===== src/rtl/seq_detect_ff_if.sv =====
`default_nettype none
// +--------------------------------------------------------------------+
// | seq_detect_ff_if : serial-bit / detection-status bundle            |
// | Rev 1.0                                                            |
// +--------------------------------------------------------------------+
interface seq_detect_ff_if #(
  parameter int CNT_W = 8
) ();
  logic             din;
  logic             en;
  logic             clr;
  logic             det;
  logic [CNT_W-1:0] count;
  logic             fill;

  modport master (
    output din,
    output en,
    output clr,
    input  det,
    input  count,
    input  fill
  );

  modport slave (
    input  din,
    input  en,
    input  clr,
    output det,
    output count,
    output fill
  );
endinterface
`default_nettype wire


===== src/rtl/seq_detect_ff.sv =====
`default_nettype none
// +--------------------------------------------------------------------+
// | seq_detect_ff : overlapping LEN-bit serial pattern detector with   |
// |                 saturating hit counter                             |
// | Rev 1.0                                                            |
// +--------------------------------------------------------------------+
module seq_detect_ff #(
  parameter int             LEN     = 4,
  parameter logic [LEN-1:0] PATTERN = 4'b1011,
  parameter int             CNT_W   = 8
) (
  input  logic              clk,
  input  logic              rst,
  seq_detect_ff_if.slave    bus
);

  localparam int                SEEN_W      = $clog2(LEN + 1);
  localparam logic [SEEN_W-1:0] C_SEEN_MAX  = SEEN_W'(LEN);
  localparam logic [SEEN_W-1:0] C_SEEN_LAST = SEEN_W'(LEN - 1);
  localparam logic [CNT_W-1:0]  C_CNT_MAX   = '1;

  logic [LEN-1:0]    hist_q, hist_d;
  logic [SEEN_W-1:0] seen_q, seen_d;
  logic              fill_q, fill_d;
  logic              det_q, det_d;
  logic [CNT_W-1:0]  count_q, count_d;

  logic [LEN-1:0]    w_shifted;
  logic              w_match;

  always_comb begin
    w_shifted = {hist_q[LEN-2:0], bus.din};
    hist_d    = hist_q;
    seen_d    = seen_q;
    det_d     = 1'b0;
    w_match   = 1'b0;
    count_d   = count_q;

    if (bus.en) begin
      hist_d = w_shifted;
      if (seen_q != C_SEEN_MAX) begin
        seen_d = seen_q + 1'b1;
      end
      // The bit being taken now is the LEN-th or later, so the window is fully real data.
      w_match = (w_shifted == PATTERN) && (seen_q >= C_SEEN_LAST);
      det_d   = w_match;
    end

    if (bus.clr) begin
      count_d = '0;
    end else if (w_match && (count_q != C_CNT_MAX)) begin
      count_d = count_q + 1'b1;
    end

    fill_d = (seen_d == C_SEEN_MAX);
  end

  always_ff @(posedge clk or posedge rst) begin
    if (rst) begin
      hist_q  <= '0;
      seen_q  <= '0;
      fill_q  <= 1'b0;
      det_q   <= 1'b0;
      count_q <= '0;
    end else begin
      hist_q  <= hist_d;
      seen_q  <= seen_d;
      fill_q  <= fill_d;
      det_q   <= det_d;
      count_q <= count_d;
    end
  end

  assign bus.det   = det_q;
  assign bus.count = count_q;
  assign bus.fill  = fill_q;

endmodule
`default_nettype wire

===== src/flat_wrapper.sv =====
// flat-port wrapper written by rule: the top's interface ports become plain ports
module seq_detect_ff_flat 
#(
  parameter int             LEN     = 4,
  parameter logic [LEN-1:0] PATTERN = 4'b1011,
  parameter int             CNT_W   = 8
)
  (clk, rst, bus_din, bus_en, bus_clr, bus_det, bus_count, bus_fill);
  seq_detect_ff_if #(.CNT_W(CNT_W)) bus_i ();
  input  logic clk;
  input  logic rst;
  input wire logic [$bits(bus_i.din)-1:0] bus_din;
  input wire logic [$bits(bus_i.en)-1:0] bus_en;
  input wire logic [$bits(bus_i.clr)-1:0] bus_clr;
  output wire logic [$bits(bus_i.det)-1:0] bus_det;
  output wire logic [$bits(bus_i.count)-1:0] bus_count;
  output wire logic [$bits(bus_i.fill)-1:0] bus_fill;
  assign bus_i.din = bus_din;
  assign bus_i.en = bus_en;
  assign bus_i.clr = bus_clr;
  assign bus_det = bus_i.det;
  assign bus_count = bus_i.count;
  assign bus_fill = bus_i.fill;
  seq_detect_ff #(.LEN(LEN), .PATTERN(PATTERN), .CNT_W(CNT_W)) u_core (.clk(clk), .rst(rst), .bus(bus_i));
endmodule

===== config.mk =====
export PLATFORM = sky130hd
export DESIGN_NAME = seq_detect_ff_flat
export DESIGN_NICKNAME = d
export VERILOG_FILES = /design/src/rtl/seq_detect_ff_if.sv /design/src/rtl/seq_detect_ff.sv /design/src/flat_wrapper.sv
export SDC_FILE = /design/constraint.sdc
export NUM_CORES = 1
export LEC_CHECK = 0
export ABC_CLOCK_PERIOD_IN_PS = 2050
export CELL_PAD_IN_SITES_DETAIL_PLACEMENT = 1
export CELL_PAD_IN_SITES_GLOBAL_PLACEMENT = 1
export CORE_UTILIZATION = 34
export CTS_BUF_LIST = sky130_fd_sc_hd__clkbuf_4 sky130_fd_sc_hd__clkbuf_8 sky130_fd_sc_hd__clkbuf_16
export DETAILED_ROUTE_END_ITERATION = 10
export PLACE_DENSITY_LB_ADDON = 0.2
export SYNTH_ARGS = -nofsm -noshare
export SYNTH_HDL_FRONTEND = slang
export SYNTH_SLANG_ARGS = --single-unit

===== constraint.sdc =====
create_clock -name clk -period 2.05 [get_ports clk]
set_clock_uncertainty 0.15 [all_clocks]
set_input_delay 0.205 -clock clk [delete_from_list [all_inputs] [get_ports clk]]
set_output_delay 0.205 -clock clk [all_outputs]
set_load 0.005 [all_outputs]

==> results.txt <==
----------------------------------------------------
[Floorplanning]
  Die extent in x ... around 50 um
  Count of boundary I/O pins ... 15
  Chip Height ... roughly 50 um
  Row count ... 17
  Die footprint ... 2523 um2
  Initial Utilization ... between 30% and 40%
  Core Box Area ... between 2000 and 2500 um2

[Placed design]
  Half-perimeter wire length after placement ... between 1 and 1.5 mm
  Total placed instance area ... between 1000 and 1500 um2
  Final estimated routing congestion in global placement ... a little over 0.8
  Cells after DPL ... around 130
  Number of port buffers ... 14

[Clock tree]
  Clock-pin slew on the worst setup and hold paths ... roughly 100 ps
  Count of clock tree sinks ... 16
  Buffer cell driving the clock tree root ... clkbuf_4
  Clock Tree Buf Depth ... 2
  Post-cts hold buffer count ... 0
  Number of clock buffers inserted by TritonCTS ... 3
  TritonCTS clock tree ... done
  Clock Latency Late Sink ... 290 ps
  CTS H-tree depth ... 1

[Detailed routing]
  Detailed Route Iter0 Violations ... 9
  Number of vias per cell ... 5.368
  Wire length per cell after detailed routing ... 14.59 um
  Iteration count of the initial detailed-routing pass ... 4
  Post-route ant nets ... 0
  Total length of routed wires ... ~1.9 mm
  Remaining DRCs ... 0
  Via count of the routed design ... roughly 700

[Global routing]
  Vias in the first global route ... ~700
  Antenna violations before repair ... 0
  Global-route wire length before repair ... about 3.2 mm
  GRT Residual Overflow ... 0
  Aggregate global-route resource usage ... between 15 and 20%
  Largest net degree at the start of global routing ... 17

[Power and ir drop]
  Clock network power share ... roughly 23%
  Switching Share ... a little under a third
  Share of power burned in registers ... 42.1%
  Power spent charging and discharging nets ... between 0.0002 and 0.0003 W
  Static leakage power ... 0.4625 nW
  Portion of total power attributed to combinational logic ... 35.1%
  Power Density ... between 800 and 900 nW/um2
  Internal power ... 0.0006469 W
  Max rail drop VDD ... 0.0007157 V

[STA]
  Setup violators final ... 7
  Hold Violations, Final ... 0
  Fin worst setup slack ... -51.37 ps
  Max Transition Viols Final ... 0
  Share of the clock period used by the worst path ... 102.5%
  Transition time of the tightest slew-check pin ... approximately 650 ps
  Slew headroom ... between 50% and 60%
  RSZ-0062 raised after global routing ... true
  Maximum clock frequency ... 475.9 MHz
  Minimum period implied by the final worst setup slack ... ~2100 ps

[Synth]
  Number of flip-flops and latches in the synthesized netlist ... 16
  Post-synth top area cell ... dfrtp_1
  Post-synth cell types ... 25
  Gate count of the mapped netlist ... 79
  Number of warning messages in the yosys log ... 0
  Synth top area cells ... dfrtp_1, ha_1, or4_1, a21oi_1, o31ai_1
  Share of synthesized area occupied by flip-flops and latches ... 50.63%
  Avg Inst Size Synth ... roughly 10 um2
  Synthesized net count ... 88
  Area of the mapped netlist ... a little under 800 um2
  Proportion of netlist area held by the largest area contributor ... 50.63%

[Critical path]
  Worst reg2reg setup slack ... -50 ps
  Dominant cell type by count on the critical path ... ha_4
  Worst setup path end ... u_core.bus.count[3]
  Critical path fanouts, max ... 5
  Startpoint of the most critical register-to-register path ... u_core.seen_q[0]
  Crit path DAT ... about 2200 ps
  Origin of the worst setup path ... u_core.seen_q[0]
  Crit path launch type ... register
  Startpoint-to-endpoint class of the critical path ... register to register
  Cell chain of the critical path ... ha_4, ha_4, a211oi_4, or4_4, or4_1, a21oi_1
  Capturing element type of the critical path ... register
  R2r endpoint ... u_core.bus.count[3]
  Slowest stage cell, crit path ... or4_1
  Worst Reg2Reg Path Length in Cells ... 6
  Critical Path RT ... approximately 2100 ps
  Slowest Stage Delay on Critical Path ... 530 ps

[Flow run]
  Maximum capacitance violations ... 0

[Finish]
  Post-synthesis to final-layout area growth ... 44.46%
  Area of the multi-input gates ... ~420 um2
  Share of cells above drive strength 1 ... about 28%
  Fill cells ... approximately 250
  End-of-flow core utilization ... between 50 and 60%
  Sequential cell area ... between 400 and 500 um2
  Ant. Diodes ... 0
  Final-stage net count ... approximately 120
  Final design instance area without fill ... 1142 um2
  Count of placed standard cells in the final layout, fillers left out ... 133

[Outcome]
  Result of the run ... finished, violations left
  Violated checks ... setup timing

[Hold path]
  Type of the worst min-delay path ... input pin to asynchronous set/reset pin

----------------------------------------------------
[Yosys cell counts, drive strengths merged]
master,n
o21ai,6
or4,6
or3b,1
or2,1
a211oi,1
clkbuf,1
a21oi,8
buf,3
o41ai,2
inv,8
nand2,5
ha,4
mux2,2
dfrtp,16
nand4,1
xnor2,1
a21boi,1
nand3,4
or3,2
nor3b,1
nor2,1
o31ai,4
[cells by family after synthesis]
logic type	share of synthesized area (%)
and+or+nand+nor	16.30
xor gates and xnor gates	1.108
AOI/OAI and AO/OA	16.77
DFF	50.63
buffers and inverters	6.012
muxes	2.848
adders and majority gates	6.329
[per-layer routing]
layer / global-route usage, % / vias to the layer above / wire, um
met3: 7.879 / 2 / 83
met1: 19.81 / 356 / 862
met5: 0 / - / 0
li1: - / 342 / -
met4: 4.286 / 0 / 13
met2: 30.67 / 14 / 982
[power groups by stage]
stage          clock network (W)  logic [W]  registers (W)
6_report                0.000215   0.000330       0.000396
5_1_grt                 0.000241   0.000375       0.000403
4_1_cts                 0.000223   0.000300       0.000386
3_5_place_dp                   0   0.000228       0.000391
3_3_place_gp                   0   0.000223       0.000390
2_1_floorplan                  0   0.000121       0.000394
[cell usage in the layout (no fill, tap or decap), types with 3 or more instances in the layout]
cell type / count
a21oi_1: 6
buf_4: 11
clkbuf_4: 3
clkdlybuf4s50_1: 14
dfrtp_1: 16
inv_1: 7
nand2_1: 5
nand3_1: 4
o21ai_0: 4
o31ai_1: 4
or4_1: 3
or4_4: 4
[sequential cells by signal (all words and copies together), names as in the netlist]
signal and cells:
u_core.bus.det 1, u_core.seen_q 3, u_core.bus.fill 1, u_core.hist_q 3, u_core.bus.count 8
[worst max-delay path: cells and delay by family, from the launching register on]
family | cells | cell delay [ps]
flops | 1 | 410
compound gates | 2 | 190
fa+ha+maj | 2 | 290
simple gates | 2 | 990
[repair_timing]
action,CTS,global route
setup buffers,2,1
hold endpoints to repair,0,0
gates cloned,1,0
setup endpoints to repair,8,8
resized for setup,6,6
pin swaps,2,4
[cell type report]
class | instances | share of cell area [%]
Inverter | 8 | 2.629
Multi-Input combinational cell | 52 | 36.58
Tap cell | 28 | 3.067
Timing Repair Buffer | 25 | 19.50
Clock buffer | 4 | 3.176
Sequential cell | 16 | 35.05
[stage by stage]
step	hold WS (ps)	setup slack (ps)	TNS [ps]	power (W)
3_5_place_dp	352.7	-304.4	-2312	0.0006188
5_1_grt	198.8	-120.6	-751.7	0.001019
4_1_cts	164.2	-48.07	-132.1	0.0009081
6_report	141.1	-51.37	-211.5	0.0009404
2_1_floorplan	-31.26	7.353	0	0.0005147
3_3_place_gp	350.1	-291.5	-2230	0.0006127
[worst min-delay path by stage]
stage | from | endpoint | slack, ps | depth (start not counted)
after floorplan | rst | u_core.bus.count[0] | -30 | 1
after global placement | u_core.hist_q[2] | u_core.hist_q[2] | 350 | 1
after detailed placement | u_core.hist_q[2] | u_core.hist_q[2] | 350 | 1
after CTS | rst | u_core.bus.count[1] | 160 | 2
after global routing | rst | u_core.bus.count[1] | 200 | 2
final | rst | u_core.bus.count[1] | 140 | 2
(Power assumes the default switching activity.)
